**config.mk**
```make
export PLATFORM = sky130hd
export DESIGN_NAME = interval_timer_arbiter
export DESIGN_NICKNAME = d
export VERILOG_FILES = /design/src/rtl/interval_timer_arbiter_pkg.sv /design/src/rtl/interval_timer_arbiter_rr_pick.sv /design/src/rtl/interval_timer_arbiter.sv
export SDC_FILE = /design/constraint.sdc
export NUM_CORES = 1
export LEC_CHECK = 0
export CORE_MARGIN = 2
export CORE_UTILIZATION = 42
export DETAILED_ROUTE_END_ITERATION = 6
export GPL_TIMING_DRIVEN = 1
export PLACE_DENSITY = 0.85
export REMOVE_ABC_BUFFERS = 1
export SYNTH_ARGS = -nofsm -noshare
export SYNTH_HDL_FRONTEND = slang
export SYNTH_SLANG_ARGS = --single-unit
```
**constraint.sdc**
```tcl
create_clock -name clk -period 2.32 [get_ports clk]
set_input_delay 0.464 -clock clk [delete_from_list [all_inputs] [get_ports clk]]
set_output_delay 0.464 -clock clk [all_outputs]
set_load 0.02 [all_outputs]
```
**src/rtl/interval_timer_arbiter_pkg.sv**
```systemverilog
// Shared definitions for the interval timer arbiter and its round-robin picker.
// Contents: FSM state encodings, default sizing constants, one-hot helper.
package interval_timer_arbiter_pkg;

    localparam int unsigned N_REQ_DEF = 4;
    localparam int unsigned CNT_W_DEF = 4;
    localparam int unsigned MAX_REQ   = 32;

    localparam logic [1:0] ST_IDLE = 2'd0;
    localparam logic [1:0] ST_RUN  = 2'd1;
    localparam logic [1:0] ST_DONE = 2'd2;

    // One-hot vector with bit idx set; callers truncate to their own width.
    function automatic logic [MAX_REQ-1:0] onehot(input int unsigned idx);
        onehot = MAX_REQ'(1) << idx;
    endfunction

endpackage

```
**src/rtl/interval_timer_arbiter_rr_pick.sv**
```systemverilog
// Combinational round-robin picker: first set request at or above ptr, wrapping.
// Ports:
//   req   - request vector
//   ptr   - index where the search starts
//   sel   - index of the chosen request (valid only when valid=1)
//   valid - at least one request is set
module rr_pick #(
    parameter int unsigned N_REQ = 4,
    parameter int unsigned IDX_W = (N_REQ > 1) ? $clog2(N_REQ) : 1
) (
    input  logic [N_REQ-1:0] req,
    input  logic [IDX_W-1:0] ptr,
    output logic [IDX_W-1:0] sel,
    output logic             valid
);

    localparam logic [IDX_W:0] N_W = (IDX_W+1)'(N_REQ);

    logic [2*N_REQ-1:0] w_dbl;
    logic [N_REQ-1:0]   w_rot;
    logic [IDX_W-1:0]   w_off;
    logic [IDX_W:0]     w_sum;

    // Rotate so that bit 0 of w_rot corresponds to requester ptr.
    assign w_dbl = {req, req} >> ptr;
    assign w_rot = w_dbl[N_REQ-1:0];

    // Lowest set bit of the rotated vector wins.
    always_comb begin
        w_off = '0;
        valid = 1'b0;
        for (int i = N_REQ - 1; i >= 0; i--) begin
            if (w_rot[i]) begin
                w_off = IDX_W'(i);
                valid = 1'b1;
            end
        end
    end

    // Undo the rotation: sel = (ptr + off) mod N_REQ.
    always_comb begin
        w_sum = {1'b0, ptr} + {1'b0, w_off};
        if (w_sum >= N_W) begin
            w_sum = w_sum - N_W;
        end
        sel = w_sum[IDX_W-1:0];
    end

endmodule

```
**src/rtl/interval_timer_arbiter.sv**
```systemverilog
// Shares one down-counter among N_REQ requesters, granting in round-robin order.
// Ports:
//   clk, rst - rising-edge clock, asynchronous active-high reset
//   req      - per-requester request, held until done (dropping it aborts)
//   len      - per-requester interval, requester i at [i*CNT_W +: CNT_W]
//   grant    - registered one-hot owner, 0 when idle
//   done     - one-cycle completion pulse to the owner
//   busy     - high while running or signalling done
//   count    - current counter value
module interval_timer_arbiter
    import interval_timer_arbiter_pkg::*;
#(
    parameter int unsigned N_REQ = N_REQ_DEF,
    parameter int unsigned CNT_W = CNT_W_DEF
) (
    input  logic                   clk,
    input  logic                   rst,
    input  logic [N_REQ-1:0]       req,
    input  logic [N_REQ*CNT_W-1:0] len,
    output logic [N_REQ-1:0]       grant,
    output logic [N_REQ-1:0]       done,
    output logic                   busy,
    output logic [CNT_W-1:0]       count
);

    localparam int unsigned IDX_W = (N_REQ > 1) ? $clog2(N_REQ) : 1;

    logic [1:0]       r_state;
    logic [N_REQ-1:0] r_grant;
    logic [N_REQ-1:0] r_done;
    logic             r_busy;
    logic [CNT_W-1:0] r_count;
    logic [IDX_W-1:0] r_ptr;
    logic [IDX_W-1:0] r_owner;

    logic [1:0]       w_state_nxt;
    logic [N_REQ-1:0] w_grant_nxt;
    logic [N_REQ-1:0] w_done_nxt;
    logic [CNT_W-1:0] w_count_nxt;
    logic [IDX_W-1:0] w_ptr_nxt;
    logic [IDX_W-1:0] w_owner_nxt;
    logic [IDX_W-1:0] w_owner_inc;
    logic [IDX_W-1:0] w_sel;
    logic             w_valid;
    logic [CNT_W-1:0] w_len_arr [N_REQ];

    // Unpack the flat interval bus.
    for (genvar g = 0; g < N_REQ; g++) begin : g_len
        assign w_len_arr[g] = len[g*CNT_W +: CNT_W];
    end

    rr_pick #(
        .N_REQ (N_REQ),
        .IDX_W (IDX_W)
    ) u_rr_pick (
        .req   (req),
        .ptr   (r_ptr),
        .sel   (w_sel),
        .valid (w_valid)
    );

    // Pointer moves past the owner whenever its turn ends (done or abort).
    assign w_owner_inc = (r_owner == IDX_W'(N_REQ - 1)) ? '0 : r_owner + IDX_W'(1);

    // State and output registers.
    always_ff @(posedge clk or posedge rst) begin
        if (rst) begin
            r_state <= ST_IDLE;
            r_grant <= '0;
            r_done  <= '0;
            r_busy  <= 1'b0;
            r_count <= '0;
            r_ptr   <= '0;
            r_owner <= '0;
        end else begin
            r_state <= w_state_nxt;
            r_grant <= w_grant_nxt;
            r_done  <= w_done_nxt;
            r_busy  <= (w_state_nxt != ST_IDLE);
            r_count <= w_count_nxt;
            r_ptr   <= w_ptr_nxt;
            r_owner <= w_owner_nxt;
        end
    end

    // Next-state and next-output logic.
    always_comb begin
        w_state_nxt = r_state;
        w_grant_nxt = r_grant;
        w_done_nxt  = '0;
        w_count_nxt = r_count;
        w_ptr_nxt   = r_ptr;
        w_owner_nxt = r_owner;

        case (r_state)
            ST_IDLE: begin
                w_grant_nxt = '0;
                w_count_nxt = '0;
                if (w_valid) begin
                    w_state_nxt = ST_RUN;
                    w_grant_nxt = N_REQ'(onehot(32'(w_sel)));
                    w_count_nxt = w_len_arr[w_sel];
                    w_owner_nxt = w_sel;
                end
            end

            ST_RUN: begin
                if (!req[r_owner]) begin
                    // Owner withdrew: release silently.
                    w_state_nxt = ST_IDLE;
                    w_grant_nxt = '0;
                    w_count_nxt = '0;
                    w_ptr_nxt   = w_owner_inc;
                end else if (r_count != '0) begin
                    w_count_nxt = r_count - CNT_W'(1);
                end else begin
                    w_state_nxt = ST_DONE;
                    w_done_nxt  = r_grant;
                end
            end

            ST_DONE: begin
                w_state_nxt = ST_IDLE;
                w_grant_nxt = '0;
                w_ptr_nxt   = w_owner_inc;
            end

            default: begin
                w_state_nxt = ST_IDLE;
                w_grant_nxt = '0;
                w_count_nxt = '0;
            end
        endcase
    end

    assign grant = r_grant;
    assign done  = r_done;
    assign busy  = r_busy;
    assign count = r_count;

endmodule

```
# Word level (Yosys, flattened, before mapping)
# Index checks and enable logic that the tools add are counted.
[totals]
register_bits = 19
input_bits = 22
[classes]
magnitude_cmp = 3
n_reduce_logical = 7
bitwise = 2
eq_ne = 5
add_sub_neg = 4
n_shift = 2
muxes = 31
[ops]
columns = ["cell", "n"]
rows = [
  ["$mux 4", 10],
  ["$mux 2", 10],
  ["$pmux 4 s3", 1],
  ["$bmux 4 s2", 1],
  ["$pmux 2 s2", 2],
  ["$pmux 4 s2", 1],
  ["$shr 8x2->4", 1],
  ["$ge 3x3->1 const B", 2],
  ["$reduce_and 2->1", 3],
  ["$mux 1", 5],
  ["$eq 2x2->1 const B", 2],
  ["$reduce_bool 2->1", 2],
  ["$reduce_bool 4->1", 1],
  ["$shl 1x2->4 const A", 1],
  ["$sub 4x1->4 const B", 1],
  ["$add 2x2->3", 1],
  ["$lt 2x3->1 const B", 1],
  ["$ne 3x3->1 const B", 1],
  ["$not 2->3", 1],
  ["$add 2x1->2 const B", 1],
  ["$bmux 1 s2", 1],
  ["$eq 2x1->1 const B", 1],
  ["$logic_not 2->1", 1],
  ["$ne 2x2->1 const B", 1],
  ["2 further kinds", 2],
]

# Logic depth before layout (Yosys ltp)
[logic_depth]
word_depth = 14
ltp_mapped = 12
mapped_depth_nobuf = 10

# Cells and area by module
# Synthesis repeated with hierarchy kept, for this count alone.
[hier_totals]
hier_cells = 107
area_unflattened_um2 = 1129.8
[by_module_without_submodules]
columns = ["mod", "cells_each", "seq_area_each_um2", "area_per_inst_um2", "instances"]
rows = [
  ["interval_timer_arbiter", 84, 475.5, 949.7, 1],
  ["rr_pick", 23, 0.0, 180.2, 1],
]

# Least setup slack after synthesis
# OpenSTA, ideal clock, no wires.
[synth_path]
path_type = "register to register"
from = "reg r_ptr[1]"
to = "reg r_count[3], in the netlist count[3]"
path_slack_ps = -152
path_stages_with_launch = 12
path_buffers = 2
arrival_time_ps = 2368
setup_time_ps = 104
cell_sequence = "dfrtp_1 -> clkbuf_1 -> nand2_1 -> a21oi_1 -> nor2_1 -> a211oi_1 -> a21oi_1 -> ha_1 -> clkbuf_1 -> mux2i_1 -> or4_1 -> o311ai_1"
[synth_via]
elab_chain_len = 14
word_cells_on_any_way = 19
[synth_rtl]
columns = ["item", "line_no", "text"]
rows = [
  ["from (decl)", "interval_timer_arbiter.sv:33", "logic [IDX_W-1:0] r_ptr;"],
  ["from (signal assigned)", "interval_timer_arbiter.sv:81", "r_ptr <= w_ptr_nxt;"],
  ["$shr 8x2->4", "interval_timer_arbiter_rr_pick.sv:25", "assign w_dbl = {req, req} >> ptr;"],
  ["$mux 2 (4 in a row)", "interval_timer_arbiter_rr_pick.sv:33", "if (w_rot[i]) begin"],
  ["$add 2x2->3 *", "interval_timer_arbiter_rr_pick.sv:42", "w_sum = {1'b0, ptr} + {1'b0, w_off};"],
  ["$ge 3x3->1 / $sub 2x1->2 (equally long branches)", "interval_timer_arbiter_rr_pick.sv:43, interval_timer_arbiter_rr_pick.sv:44", ""],
  ["$mux 2 *", "interval_timer_arbiter_rr_pick.sv:43", "if (w_sum >= N_W) begin"],
  ["net u_rr_pick.sel[0]", "interval_timer_arbiter_rr_pick.sv:13", "output logic [IDX_W-1:0] sel,"],
  ["$not 2->3 (not written as such) *", "interval_timer_arbiter.sv:102", "w_count_nxt = w_len_arr[w_sel];"],
  ["$bmux 4 s2 *", "interval_timer_arbiter.sv:102", ""],
  ["$mux 4 (not written as such) * (2 in a row)", "interval_timer_arbiter.sv:102", ""],
  ["$mux 4 *", "interval_timer_arbiter.sv:99", "if (w_valid) begin"],
  ["$pmux 4 s3 *", "interval_timer_arbiter.sv:95", "case (r_state)"],
  ["to (signal assigned)", "interval_timer_arbiter.sv:80", "r_count <= w_count_nxt;"],
  ["to (decl)", "interval_timer_arbiter.sv:32", "logic [CNT_W-1:0] r_count;"],
]
# The timed path passes the listed nets; every way through them passes the cells marked *. The select of a mux whose other input is x is not followed.
# A chain may end at the register's enable or synchronous reset.

# Final worst setup path
[layout_path]
from = "in req[1]"
to = "reg r_count[3], in the netlist count[3]"
[layout_via]
elab_chain_len = 14
word_cells_on_any_way = 24
[layout_rtl]
columns = ["item", "line_no", "text"]
rows = [
  ["from (decl)", "interval_timer_arbiter.sv:18", "input logic [N_REQ-1:0] req,"],
  ["$shr 8x2->4", "interval_timer_arbiter_rr_pick.sv:25", ""],
  ["$mux 2 (4 in a row)", "interval_timer_arbiter_rr_pick.sv:33", ""],
  ["$add 2x2->3", "interval_timer_arbiter_rr_pick.sv:42", ""],
  ["$ge 3x3->1 / $sub 2x1->2 (equally long branches)", "interval_timer_arbiter_rr_pick.sv:43, interval_timer_arbiter_rr_pick.sv:44", ""],
  ["$mux 2", "interval_timer_arbiter_rr_pick.sv:43", ""],
  ["$not 2->3 (not written as such)", "interval_timer_arbiter.sv:102", ""],
  ["$bmux 4 s2", "interval_timer_arbiter.sv:102", ""],
  ["$mux 4 (not written as such) (2 in a row)", "interval_timer_arbiter.sv:102", ""],
  ["$mux 4", "interval_timer_arbiter.sv:99", ""],
  ["$pmux 4 s3", "interval_timer_arbiter.sv:95", ""],
]
# Parallel ways exist; a longest one is shown, timed or not. The select of a mux whose other input is x is not followed.

==> impl_metrics.env <==
export IMPL_worst_pin_slew_ns=0.6800
export IMPL_ys_flop_type="dfrtp_1"
export IMPL_cts_hold_buf=0
export IMPL_final_area_um2=1710
export IMPL_dpl_cell_area_um2=1633
export IMPL_synth_top_area_share_pct=40.47
export IMPL_maxSlewHeadroom_pct=54.62
export IMPL_vias=1105
export IMPL_cts_buffer_depth=2
export IMPL_skew_ns=0.003790
export IMPL_max_freq_mhz=447.9
export IMPL_power_switching_uw=968.3
export IMPL_synth_top_area_cell="dfrtp_1"
export IMPL_critPathTopFamily="simple AND/OR/NAND/NOR gates"
export IMPL_setup_viol=0
export IMPL_ys_warn_count=0
export IMPL_fin_crit_ns=2.233
export IMPL_synth_area_top_cells="dfrtp_1 40%, mux2i_1 6.8%, o21ai_0 3.4%"
export IMPL_dieArea_um2=3236
export IMPL_grt_pass1_wl_um=4809
export IMPL_cp_required_ns=2.54
export IMPL_area_growth_pct=45.58
export IMPL_die_height_um=56.89
export IMPL_numCtsBuffers=3
export IMPL_seq_power_share_pct=25.6
export IMPL_root_buffer="clkbuf_4"
export IMPL_grt_ovfl_total=0
export IMPL_swShare_pct=43.17
export IMPL_max_vdd_ir_drop_v=0.0008528
export IMPL_cts_sinks=19
export IMPL_ys_seq_area_share_pct=40.47
export IMPL_remaining_drc_errors=0
export IMPL_worstPathCellList="dlygate4sd2_1, buf_4, or3_1, a211o_1, and4_4, or4_4, o311ai_1"
export IMPL_min_path_type="reg2reg"
export IMPL_row_count=19
export IMPL_vias_per_cell=5.581
export IMPL_drv_slew=0
export IMPL_final_util_pct=63.11
export IMPL_globalplace_congestion=0.8590
export IMPL_p_clk_share_pct=7.7
export IMPL_max_cap_viol_count=0
export IMPL_portBuffers=34
export IMPL_io_pins=35
export IMPL_synth_area_um2=1175
export IMPL_core_region_area_um2=2710
export IMPL_crit_fanout=7
export IMPL_track_usage_pct=19.13
export IMPL_p_int_uw=1275
export IMPL_drtAntennaViolNets=0
export IMPL_critPathMaxStageDelay_ns=0.50
export IMPL_start_util_pct=43.35
export IMPL_ys_ff_latch=19
export IMPL_antenna_cells=0
export IMPL_critPathArrivalTime_ns=2.45
export IMPL_power_per_cell_area_nw_per_um2=1311
export IMPL_place_hpwl_um=2294
export IMPL_hold_ws_ns=0.5242
export IMPL_nets=193
export IMPL_cp_start_kind="primary input"
export IMPL_p_leak_uw=0.0007624
export IMPL_die_w_um=56.89
export IMPL_hold_violations=0
export IMPL_path_buf_inv=2
export IMPL_fin_crit_sh_pct=96.24
export IMPL_postCtsSetupRepairBufs=0
export IMPL_clk_pin_slew_ns=0.10
export IMPL_wl_per_cell_um=14.88
export IMPL_totalWireLength_um=2946
export IMPL_cts_tree="built"
export IMPL_setup_tns_ns=0
export IMPL_cp_slowest_cell="or4_4"
export IMPL_endpoint_kind="flip-flop"
export IMPL_syn_instance_count=120
export IMPL_grt_max_degree=20
export IMPL_clk_latency_ns=0.31
export IMPL_first_iter_violations=29
export IMPL_power_frac_comb_pct=66.7
export IMPL_outcome="complete, no violations"
export IMPL_async_reset_ff_share_pct=100.0
export IMPL_synth_distinct_cells=41
export IMPL_htree_levels=1
export IMPL_antenna_found_initial=0
export IMPL_drive_gt1_share_pct=20.36
export IMPL_grt_pass1_vias=1102
export IMPL_synth_edf_count=0
export IMPL_crit_type="in2reg"
export IMPL_syn_mean_instance_area_um2=9.791
export IMPL_drtPass1Iterations=4
## cells in the mapped netlist, drive strengths merged (2+ instances only)
cell type,n
dfrtp,19
nand2,10
mux2i,8
nor2,8
o21ai,8
inv,6
and2,5
clkbuf,4
nand2b,4
nor3b,4
a21oi,3
ha,3
nor2b,3
or4,3
a22o,2
nand3b,2
o211ai,2
o311ai,2
o31ai,2
or2,2
xnor2,2
## routing by layer
layer / global-route usage (%) / part of all wire (%)
met1: 21.91 / 38
met2: 35.14 / 55
met3: 2.765 / 4.5
met4: 7.641 / 2.3
met5: 0 / 0
## cell usage in the layout (no fill, tap or decap), types with 2 or more instances in the layout
| cell type | count |
|---|---|
| a21oi_1 | 2 |
| a22o_1 | 2 |
| and2_1 | 5 |
| buf_4 | 14 |
| clkbuf_4 | 3 |
| clkdlybuf4s50_1 | 30 |
| dfrtp_1 | 18 |
| dlygate4sd2_1 | 2 |
| ha_1 | 2 |
| inv_1 | 6 |
| mux2i_1 | 8 |
| nand2_1 | 10 |
| nand2b_1 | 4 |
| nand3b_1 | 2 |
| nor2_1 | 8 |
| nor2b_1 | 2 |
| nor3b_1 | 4 |
| o211ai_1 | 2 |
| o21ai_0 | 8 |
| o31ai_1 | 2 |
| or4_1 | 2 |
## through the flow
step | cells | setup WS, ns | power [uW]
2_1_floorplan | 115 | 0.1272 | 1447
3_5_place_dp | 194 | -0.4683 | 1954
5_1_grt | 198 | -0.01609 | 2399
6_report | 198 | 0.08714 | 2243
3_3_place_gp | 194 | -0.4005 | 1870
4_1_cts | 198 | 0.02664 | 2166
## power by group through the flow
stage	Clock, uW	Combinational, uW	Sequential [uW]
6_report	173	1500	574
5_1_grt	182	1630	589
4_1_cts	169	1430	571
3_5_place_dp	0	1380	577
3_3_place_gp	0	1310	563
2_1_floorplan	0	818	628
## cells by family after synthesis
group | Yosys count | synth area share, %
simple gates | 47 | 22.58
compound gates | 28 | 18.42
flops | 19 | 40.47
buf+inv | 11 | 4.153
mux | 10 | 9.691
fa+ha+maj | 3 | 3.195
xor+xnor | 2 | 1.491
## sequential cells by signal (all words and copies together), names as in the netlist
name and count:
r_state 2, count 4, r_owner 2, grant 4, done 4, busy 1, r_ptr 2
## worst register-to-register path: cells and delay by family, from the launching register on
family / cells / cell delay (ns)
simple gates: 3 / 1.06
flops: 1 / 0.45
compound gates: 2 / 0.43
buf+inv: 1 / 0.18
## final cells by class
type                    instances  area (um^2)
clock buffers                   3        22.52
well taps                      31        38.79
clock inverters                 1        5.005
flip-flops and latches         19        476.7
multi-input cells              90        704.4
fillers                       222        999.7
repair buffers                 48        440.4
inverters                       6        22.52
## path summary, 6_finish.rpt
path	from	to	slack, ns	cells past startpoint
worst min-delay path	grant[3]$_DFFE_PP0P_	grant[3]$_DFFE_PP0P_	0.52	2
worst max-delay path	req[1]	count[3]$_DFFE_PP0P_	0.09	7
worst min register to register	grant[3]$_DFFE_PP0P_	grant[3]$_DFFE_PP0P_	0.52	2
min in group asynchronous	rst	r_state[1]$_DFF_PP0_	0.54	2
worst max register to register	r_ptr[1]$_DFFE_PP0P_	count[3]$_DFFE_PP0P_	0.10	6
max in group asynchronous	rst	r_ptr[1]$_DFFE_PP0P_	1.31	2
## timing repair
action                     CTS  global route
resized for setup            9             8
pin swaps                    5             1
setup endpoints to repair    9             8
Note: power is estimated with default switching activity, not from simulation.
==> RTL change (config.mk and constraints unchanged) <==
Put one more register stage on the output `count`, cleared by the reset. The value now appears one clock later. The other outputs are not delayed to match.
--- a/src/rtl/interval_timer_arbiter.sv
+++ b/src/rtl/interval_timer_arbiter.sv
@@ -137,5 +137,11 @@
     assign done  = r_done;
     assign busy  = r_busy;
-    assign count = r_count;
+    always_ff @(posedge clk or posedge rst) begin
+        if (rst) begin
+            count <= '0;
+        end else begin
+            count <= r_count;
+        end
+    end
 
 endmodule
Formal check against the unedited RTL: not equivalent (a bounded check fails within 4 cycles, from zero or initial values and one cycle with rst high).
==> RTL change against the unedited design <==
- via count down 4.2%
- power up 5.8%
- routed wire length shrank 2.0%
- synthesized area is 5.1% higher
- count of clock-buffer cells in the layout is 1 higher
- sequential power grew 21%
- first-iteration DRC count is 21% lower
- sequential cell count increased by 4
- clock skew down 0.0011 ns
- global-route usage decreased by 0.45 points
- clock power grew 6%
- design area increased by 2.5%
- setup slack worse by 0.019 ns
- critical path type unchanged
- highest routed layer unchanged
==> RTL change: results (changes against the unedited design) <==
[cts]
numCtsBuffers=3  ; unchanged
clkTransAtPathRegs_ns=0.12  ; was 0.10 ns
clockRootBuffer=clkbuf_4  ; unchanged
cts_buffer_depth=2  ; unchanged
clkLatencyLatePin_ns=0.31  ; about the same
htree_num_levels=1  ; unchanged

[cells_and_area]
n_antenna_cell=0  ; unchanged
regArea_um2=577  ; was 477 um^2
drive_gt1_share_pct=23.6  ; was 20.4%
fill_cells=228  ; was 222

[synthesis]
yosys-top-cells-area=dfrtp_1 (47%), mux4_1 (8.5%), nand2_1 (5.2%)  ; was dfrtp_1 (40%), mux2i_1 (6.8%), o21ai_0 (3.4%)
yosys-top-cells-count=dfrtp_1 (23), nand2_1 (17), nor2_1 (10), o21ai_0 (10), and2_1 (5)  ; was dfrtp_1 (19), nand2_1 (10), mux2i_1 (8), nor2_1 (8), o21ai_0 (8)
ys_seq_area_share_pct=46.6  ; was 40.5%
synth_cells=113  ; was 120
synth.distinct_cells=35  ; was 41
yosys_warnings=0  ; unchanged
async_flop_share_pct=100  ; unchanged

[drt]
vias_per_cell=5.52  ; was 5.58
drt_iter0_drc=23  ; was 29
wl_per_cell_um=15.0  ; was 14.9 um
drtPass1Iterations=4  ; unchanged
wl_um=2890  ; was 2950 um

[hold_path]
worst_hold_path_type=reg -> reg  ; unchanged
worstHoldStart=r_count[1]  ; was grant[3]

[worst_setup_path]
worstPathArrival_ns=2.46
cp_max_fo=4  ; was 7
crit_start=req[0]  ; was req[1]
slowest_delay_ns=0.33  ; was 0.50 ns
critPathSlowestCell=mux4_2  ; was or4_4
r2r_start=r_ptr[0]  ; was r_ptr[1]

[power_and_ir_drop]
vdd_drop_max_v=0.00115  ; was 0.000853 V
cellLeakagePower_nw=0.797  ; was 0.762 nW
p_sw_mw=0.927  ; was 0.968 mW

[placed_design]
place_congestion=0.816  ; was 0.859
port_buffers=34  ; unchanged
place_area_um2=1700  ; was 1630 um^2
place_hpwl_um=2280  ; was 2290 um
dp_cells=188  ; was 194

[sta]
fin_skew_ns=0.00271  ; was 0.00379 ns
slew_headroom_pct=79.7  ; was 54.6%

[run_status]
outcome=finished clean  ; unchanged

[global_routing]
globalRouteTotalUtil_pct=18.7  ; was 19.1%
grt_pass1_wl_um=4750  ; was 4810 um
grt_max_degree=24  ; was 20
grt_pass1_vias=1033  ; was 1102
antenna_found_initial=0  ; unchanged

## RTL change: changes by cell type after synthesis, moves of 3 or more
cell     change
mux2i_1      -7
nand2_1      +7
dfrtp_1      +4
mux4_1       +4
a21o_1       +3
a21oi_1      -3
inv_1        -3
nor3b_1      -3
or4_1        -3
## RTL change: per-layer routing
| metal | GRT usage (%) | part of all wire, % |
|---|---|---|
| met5 | 0 | 0 |
| met4 | 7.97 | 2.2 |
| met3 | 2.01 | 4.3 |
| met2 | 33.9 | 53 |
| met1 | 22.3 | 40 |
## RTL change: worst paths after layout
path	to	slack, ns	cells past startpoint
worst max-delay path	r_count[1]	0.07	11
worst min-delay path	count[1]	0.43	0
worst max register to register	r_count[1]	0.08	9
worst min register to register	count[1]	0.43	0
max in group asynchronous	r_ptr[0]	1.60	3
min in group asynchronous	count[2]	0.48	3
## RTL change: logic make-up (layout without fill, tap and decap cells)
family	count (synthesis)	in the layout	synth area share (%)
buf+inv	7	55	2.23
simple gates	44	44	17.2
fa+ha+maj	3	3	3.04
compound gates	26	26	15.6
xor+xnor	2	2	2.03
mux	8	8	13.3
flops	23	23	46.6
## RTL change: area by class of cell
cell class              count  area share [%]
flip-flops and latches     23            32.9
multi-input cells          83            37.6
inverters                   3           0.642
well taps                  31            2.21
clock buffers               4            1.50
repair buffers             48            25.1
## RTL change: stage by stage
step                hold WS (ns)  setup WS, ns
finish                     0.428        0.0683
CTS                        0.424        0.0323
floorplan                  0.375       -0.0377
detailed placement         0.397        -0.598
global placement           0.393        -0.456
global route               0.440     0.0000298
## RTL change: worst max-delay path, delay by kind of cell
kind | cells | cell delay, ns
buf+inv | 2 | 0.39
simple gates | 1 | 0.06
compound gates | 4 | 0.64
xor+xnor | 2 | 0.37
fa+ha+maj | 1 | 0.21
mux | 1 | 0.33
## RTL change: power by group through the flow
stage	sequential [mW]	clock [mW]	combinational (mW)
floorplan	0.740	0	0.825
global placement	0.679	0	1.34
detailed placement	0.691	0	1.41
CTS	0.690	0.186	1.49
global route	0.719	0.201	1.62
finish	0.697	0.184	1.49
## RTL change: timing repair
item	in CTS	in global routing
setup endpoints to repair	5	4
buffers inserted	0	0
gates resized for setup	14	11
pin swaps	4	6
